<file path="config.mk">
export PLATFORM = sky130hd
export DESIGN_NAME = down_counter_reload
export DESIGN_NICKNAME = d
export VERILOG_FILES = /design/src/rtl/down_counter_reload.sv
export SDC_FILE = /design/constraint.sdc
export NUM_CORES = 1
export LEC_CHECK = 0
export ABC_CLOCK_PERIOD_IN_PS = 2500
export CORE_MARGIN = 4
export CORE_UTILIZATION = 52
export CTS_CLUSTER_DIAMETER = 50
export CTS_CLUSTER_SIZE = 28
export DETAILED_ROUTE_END_ITERATION = 8
export HOLD_SLACK_MARGIN = 0.03
export PLACE_DENSITY = 0.82
export SYNTH_ARGS = -nofsm -noshare
export SYNTH_HDL_FRONTEND = slang
export SYNTH_SLANG_ARGS = --single-unit
</file>
<file path="constraint.sdc">
create_clock -name clk -period 2.5 [get_ports clk]
set_clock_uncertainty 0.1 [all_clocks]
set_input_delay 0.375 -clock clk [delete_from_list [all_inputs] [get_ports clk]]
set_output_delay 0.375 -clock clk [all_outputs]
set_load 0.01 [all_outputs]
</file>
<file path="src/rtl/down_counter_reload.sv">
// rtl/down_counter_reload.sv - loadable down-counter/timer with terminal-count pulse and auto-reload
// Optional prescaler enabled by defining PRESCALE_EN.
module down_counter_reload #(
  parameter int WIDTH    = 4,
  parameter int PRESCALE = 4
) (
  input  logic             clk,
  input  logic             reset,
  input  logic             load,
  input  logic [WIDTH-1:0] data_in,
  input  logic             enable,
  input  logic             auto_reload,
  output logic [WIDTH-1:0] count,
  output logic             zero,
  output logic             tc_pulse,
  output logic             busy
);

  if (WIDTH < 2 || PRESCALE < 1) begin : g_bad_params
    $error("down_counter_reload: WIDTH must be >= 2 and PRESCALE >= 1");
  end

  typedef enum logic [1:0] {IDLE, RUN, HOLD, DONE} state_t;

  localparam logic [WIDTH-1:0] ONE = WIDTH'(1);

  state_t           state, state_n;
  logic [WIDTH-1:0] count_n;
  logic [WIDTH-1:0] reload_reg, reload_n;
  logic             tc_n;
  logic             busy_n;
  logic             step;

`ifdef PRESCALE_EN
  localparam int             PW       = (PRESCALE > 1) ? $clog2(PRESCALE) : 1;
  localparam logic [PW-1:0]  PRE_LAST = PW'(PRESCALE - 1);

  logic [PW-1:0] pre, pre_n;

  // Decrement strobe: last enabled cycle of each PRESCALE-long window.
  assign step = (pre == PRE_LAST);

  always_comb begin
    pre_n = pre;
    if (load) begin
      pre_n = '0;
    end else if (state == RUN && enable) begin
      pre_n = step ? '0 : pre + 1'b1;
    end
  end

  always_ff @(posedge clk) begin
    if (reset) begin
      pre <= '0;
    end else begin
      pre <= pre_n;
    end
  end
`else
  assign step = 1'b1;
`endif

  always_comb begin
    state_n  = state;
    count_n  = count;
    reload_n = reload_reg;
    tc_n     = 1'b0;
    if (load) begin
      count_n  = data_in;
      reload_n = data_in;
      if (data_in == '0) begin
        state_n = DONE;
      end else if (enable) begin
        state_n = RUN;
      end else begin
        state_n = HOLD;
      end
    end else begin
      case (state)
        RUN: begin
          if (!enable) begin
            state_n = HOLD;
          end else if (step) begin
            if (count > ONE) begin
              count_n = count - ONE;
            end else if (count == ONE) begin
              tc_n = 1'b1;
              if (auto_reload) begin
                count_n = reload_reg;
              end else begin
                count_n = '0;
                state_n = DONE;
              end
            end else begin
              // Unreachable in normal use; never wrap below zero.
              state_n = DONE;
            end
          end
        end
        HOLD: begin
          if (enable) begin
            state_n = RUN;
          end
        end
        default: begin
        end
      endcase
    end
    busy_n = (state_n == RUN) || (state_n == HOLD);
  end

  always_ff @(posedge clk) begin
    if (reset) begin
      state      <= IDLE;
      count      <= '0;
      reload_reg <= '0;
      tc_pulse   <= 1'b0;
      busy       <= 1'b0;
    end else begin
      state      <= state_n;
      count      <= count_n;
      reload_reg <= reload_n;
      tc_pulse   <= tc_n;
      busy       <= busy_n;
    end
  end

  assign zero = (count == '0);

endmodule

</file>
==> flow_summary_export.csv, run 1 <==
group,metric,value,unit
finish,post-route-util,70.6,%
setup_path,r2r-end,"busy$_SDFF_PP0_",
pwr,p_leak,0.000344,uW
cts,clkSlewWorstSetupHoldPaths,0.07,ns
synth,syn_area,729,um^2
worst_hold_path,min_from,"reload_reg[3]$_SDFFE_PP0P_",
finish,area_delta_synth_final,27.4,%
floorplanning,dieArea,2070,um^2
synth,synth.most_common_cell,"a21oi_1",
routing,drc,0,
timing,fin_tns_setup,0,ns
finish,num_antenna_cells,0,
cts,cts_num_sinks,12,
cts,cts_resized,0,
synth,yosysWarningCount,0,
routing,vias,683,
routing,drt_iter0_drc,11,
setup_path,cpPeakStageDelay,0.47,ns
worst_hold_path,hold_end,"reload_reg[3]$_SDFFE_PP0P_",
synth,synthCells,92,
setup_path,arrival,1.60,ns
setup_path,reg2reg_depth,8,
timing,relSlewSlack,73.9,%
global_routing,grt-ovfl-total,0,
global_routing,antenna_found_initial,0,
setup_path,rrSetupSlack,0.50,ns
timing,final-hold-violation-count,0,
timing,fmax,0.482,GHz
cts,clock_path_buffers,2,
floorplanning,coreArea,1320,um^2
global_routing,grt_max_degree,14,
synth,ys_types,29,
synth,yosys.area.top_type,"dfxtp_1",
global_routing,grt_pass1_wl,2590,um
routing,vias_per_cell,5.51,
finish,fillers,116,
cts,cts_buffers,3,
job,maxCapViolations,0,
setup_path,crit_required,2.03,ns
setup_path,r2r-start,"count[0]$_SDFFE_PP0P_",
pwr,power_density,546,nW/um^2
setup_path,start_kind,"flip-flop",
finish,drive_gt1_share,9.17,%
synth,synth_fp_nets,106,
synth,seq_area_frac_synth,32.9,%
cts,cts_tree,"built",
cts,cts-root-buf,"clkbuf_4",
routing,drt-total-wl,1530,um
synth,yosysTopAreaCellShare,32.9,%
timing,min_period,2.07,ns
setup_path,worstSetupStartpoint,"count[0]$_SDFFE_PP0P_",
worst_hold_path,hold_class,"flip-flop to flip-flop",
cts,hold_buffers,0,
synth,async_flop_share,0,%
setup_path,crit_chain,"inv_1, ha_1, and2_2, clkdlybuf4s50_1",
routing,wl_per_cell,12.3,um
routing,drtPass1Iterations,4,
timing,worstMarginPinSlew,0.390,ns
global_routing,track_usage,17.0,%
cts,clock_latency,0.27,ns
synth,synth_edf_count,0,
floorplanning,start_util,55.4,%
timing,slew_viol_final,0,
floorplanning,num_rows,13,
timing,rsz0062_at_grt,"no",
setup_path,crit_slowest_cell,"clkdlybuf4s50_1",
timing,fin_crit_sh,83.0,%
run_status,status,"completed",
global_routing,grt_pass1_vias,598,
synth,synth.avg_cell_area,7.93,um^2
floorplanning,die_w,45.5,um
setup_path,path_class,"flip-flop to output pin",
synth,ys_seq_elements,12,
setup_path,worst_setup_path_end_kind,"output pin",
place,globalplace.congestion,0.732,
floorplanning,io_pins,16,
routing,drtAntennaViolNets,0,
pwr,ir_worst_vdd,413,uV
finish,register_area,240,um^2
timing,setup_viol,0,
synth,synthFlopType,"dfxtp_1",
setup_path,crit_fanout,6,
finish,fin_nets,124,
worst_hold_path,hold_depth,2,
finish,multi_input_area,458,um^2
synth,ys_top_cells_by_area,"dfxtp_1, a21oi_1, ha_1, nor2_1, nand2_1",
cts,post_cts_buffers,0,
place,dp.final_hpwl,1150,um
floorplanning,fp.dieH,45.5,um
cts,htree_levels,1,
synth,synth_common_cells,"a21oi_1, dfxtp_1, nor2_1",
place,io_buffer_count,15,
## per-stage QoR
stage / cells / hold slack [ns] / instance area (um^2) / total power [uW] / worst slack [ns]
after floorplan: 92 / 0.344 / 729 / 310 / 0.698
after global placement: 120 / 0.362 / 893 / 358 / 0.449
after detailed placement: 120 / 0.369 / 893 / 360 / 0.450
after CTS: 124 / 0.392 / 930 / 510 / 0.405
after global routing: 124 / 0.429 / 930 / 536 / 0.353
final: 124 / 0.393 / 930 / 507 / 0.425
## how the worst max path moves through the flow
| stage | to | slack, ns | depth (start not counted) |
|---|---|---|---|
| after floorplan | count[2]$_SDFFE_PP0P_ | 0.70 | 7 |
| after global placement | busy$_SDFF_PP0_ | 0.45 | 7 |
| after detailed placement | busy$_SDFF_PP0_ | 0.45 | 7 |
| after CTS | zero | 0.40 | 4 |
| after global routing | zero | 0.35 | 4 |
| final | zero | 0.43 | 4 |
## cells by family (layout without fill, tap and decap cells)
family / after synthesis / after routing / share of synthesized area (%)
AOI/OAI and AO/OA: 27 / 27 / 24.0
adders and majority gates: 5 / 5 / 8.58
DFF: 12 / 12 / 32.9
and+or+nand+nor: 37 / 37 / 26.4
muxes: 1 / 1 / 1.37
buffers and inverters: 8 / 25 / 4.29
xor gates and xnor gates: 2 / 2 / 2.40
## critical path, delay by kind of cell, from the launching register on
family                   cells  cell delay (ns)
AND/OR/NAND/NOR              1             0.16
flip-flops                   1             0.43
adder cells (fa/ha/maj)      1             0.19
buffers and inverters        2             0.56
## cells in the final DEF, fill, tap and decap left out, types with 2 or more instances in the layout
master	netlist	layout
dfxtp_1	12	12
ha_1	5	5
o21ai_1	2	2
nand2b_1	5	5
clkdlybuf4s50_1	0	15
a31oi_1	2	2
clkbuf_4	0	3
a21oi_1	15	15
nor2b_1	2	2
a311o_1	2	2
a211o_1	2	2
nor4_1	2	2
xnor2_1	2	2
nand2_1	9	9
nor2_1	11	11
inv_1	5	5
## layer usage
metal / vias up / global-route usage, % / wire, um / part of all wire (%)
met3: 2 / 3.56 / 98 / 6.4
met2: 21 / 24.8 / 684 / 45
li1: 353 / - / - / -
met5: - / 0 / 0 / 0
met4: 0 / 7.02 / 11 / 0.72
met1: 307 / 24.2 / 731 / 48
## area by class of cell
type | count | area share (%)
Tap cell | 15 | 2.02
Clock buffer | 4 | 3.90
Timing Repair Buffer | 16 | 17.0
Multi-Input combinational cell | 72 | 49.3
Inverter | 5 | 2.02
Sequential cell | 12 | 25.8
## where the power goes
| part | internal (uW) | switching [uW] |
|---|---|---|
| Sequential | 204 | 13.6 |
| Clock | 88.5 | 62.3 |
| Combinational | 69.9 | 68.7 |
| Total | 363 | 145 |
No activity file was read; power rests on OpenSTA's default activity.
==> inputs of run 2 (changes only) <==
==> config.mk (replaced) <==
export PLATFORM = sky130hd
export DESIGN_NAME = down_counter_reload
export DESIGN_NICKNAME = d
export VERILOG_FILES = /design/src/rtl/down_counter_reload.sv
export SDC_FILE = /design/constraint.sdc
export NUM_CORES = 1
export LEC_CHECK = 0
export ABC_CLOCK_PERIOD_IN_PS = 1950
export CORE_MARGIN = 4
export CORE_UTILIZATION = 48
export CTS_CLUSTER_DIAMETER = 50
export CTS_CLUSTER_SIZE = 28
export DETAILED_ROUTE_END_ITERATION = 8
export HOLD_SLACK_MARGIN = 0.03
export PLACE_DENSITY = 0.76
export SYNTH_ARGS = -nofsm -noshare
export SYNTH_HDL_FRONTEND = slang
export SYNTH_SLANG_ARGS = --single-unit
==> constraint.sdc (replaced) <==
create_clock -name clk -period 1.95 [get_ports clk]
set_clock_uncertainty 0.1 [all_clocks]
set_input_delay 0.2925 -clock clk [delete_from_list [all_inputs] [get_ports clk]]
set_output_delay 0.2925 -clock clk [all_outputs]
set_load 0.01 [all_outputs]
==> flow_summary_export.csv, run 2 (same netlist as run 1, synthesis figures left out) <==
group,metric,value,unit
routing,drtPass1Iterations,4,
global_routing,antenna_found_initial,0,
setup_path,arrival,1.49,ns
routing,vias,712,
cts,htree_levels,1,
finish,num_antenna_cells,0,
timing,relSlewSlack,79.2,%
setup_path,worst_setup_path_end_kind,"output pin",
floorplanning,start_util,53.4,%
pwr,report.power.total,667,uW
place,globalplace.congestion,0.780,
run_status,status,"completed",
routing,drtAntennaViolNets,0,
pwr,p_leak,0.000374,uW
cts,clock_path_buffers,2,
pwr,power_density,682,nW/um^2
routing,vias_per_cell,5.48,
cts,clock_latency,0.27,ns
cts,hold_buffers,0,
floorplanning,fp.dieH,47.0,um
pwr,p_seq_share,41.9,%
pwr,swShare,28.8,%
finish,drive_gt1_share,16.5,%
pwr,ir_worst_vdd,483,uV
global_routing,grt_pass1_wl,2680,um
global_routing,grt_pass1_vias,679,
finish,final_area,978,um^2
pwr,internal_power,475,uW
floorplanning,dieArea,2210,um^2
cts,cts_tree,"built",
cts,post_cts_buffers,0,
routing,drt_iter0_drc,6,
worst_hold_path,hold_class,"flip-flop to flip-flop",
setup_path,crit_required,1.56,ns
timing,worstMarginPinSlew,0.309,ns
timing,fmax,0.531,GHz
finish,fin_nets,130,
global_routing,grt_max_degree,12,
routing,drc,0,
floorplanning,io_pins,16,
pwr,p_clk_share,29.5,%
job,maxCapViolations,0,
setup_path,start_kind,"flip-flop",
setup_path,crit_fanout,4,
place,io_buffer_count,15,
place,post_dp_cell_area,938,um^2
routing,wl_per_cell,12.6,um
pwr,comb_power_share,28.6,%
timing,fin_tns_setup,0,ns
floorplanning,coreArea,1370,um^2
cts,cts-root-buf,"clkbuf_4",
setup_path,r2r-start,"count[0]$_SDFFE_PP0P_",
cts,clkSlewWorstSetupHoldPaths,0.07,ns
cts,cts_buffers,3,
routing,drt-total-wl,1640,um
timing,slew_viol_final,0,
timing,fin_crit_sh,96.6,%
timing,hold-worst-slack,0.392,ns
cts,cts_resized,0,
floorplanning,num_rows,13,
timing,setup_viol,0,
setup_path,worstSetupStartpoint,"count[0]$_SDFFE_PP0P_",
global_routing,track_usage,17.1,%
global_routing,grt-ovfl-total,0,
pwr,power.switching,192,uW
cts,cts_num_sinks,12,
worst_hold_path,min_from,"reload_reg[3]$_SDFFE_PP0P_",
timing,final-hold-violation-count,0,
place,dp.final_hpwl,1310,um
timing,min_period,1.88,ns
floorplanning,die_w,47.0,um
setup_path,path_class,"flip-flop to output pin",
timing,rsz0062_at_grt,"no",
finish,area_delta_synth_final,34.1,%
finish,final_cell_mix,"a21oi_1, clkdlybuf4s50_1, nor2_1",
[run 2: worst max-delay path, stage by stage (launching register included)]
cell and delay, ns:
dfxtp_2 0.35, inv_1 0.06, ha_1 0.18, and2_2 0.16, clkdlybuf4s50_1 0.47
[run 2: layer usage]
layer	wire length [um]	share of wire [%]	vias up	track usage (%)
met5	0	0	-	0
met4	35	2.1	0	12.2
met3	88	5.4	4	2.68
met2	760	46	24	27.6
met1	754	46	318	20.6
li1	-	-	366	-
[run 2: per-stage QoR]
stage	instances	setup slack, ns	util [%]
finish	130	0.0661	71.6
CTS	130	0.00798	71.3
global route	130	0.00538	71.6
floorplan	92	0.148	-
global placement	126	0.132	68.7
detailed placement	126	0.106	68.7
[run 2: power by group through the flow]
stage	Combinational (uW)	Sequential [uW]	Clock, uW
after detailed placement	189	284	0
after global placement	185	284	0
after CTS	190	278	198
after global routing	211	283	211
final	190	280	197
after floorplan	111	286	0
[run 2: worst paths after layout]
| check | to | slack (ns) | depth (start not counted) |
|---|---|---|---|
| max | zero | 0.07 | 4 |
| min | reload_reg[3]$_SDFFE_PP0P_ | 0.39 | 2 |
| max reg2reg | busy$_SDFF_PP0_ | 0.15 | 8 |
| min reg2reg | reload_reg[3]$_SDFFE_PP0P_ | 0.39 | 2 |
[run 2: cell type report]
| class | instances | area [um^2] |
|---|---|---|
| fill | 114 | 388 |
| tap | 15 | 18.8 |
| multi-input combinational | 72 | 458 |
| timing repair buffer | 22 | 203 |
| sequential | 12 | 244 |
| inverter | 5 | 18.8 |
| clock buffer | 4 | 36.3 |
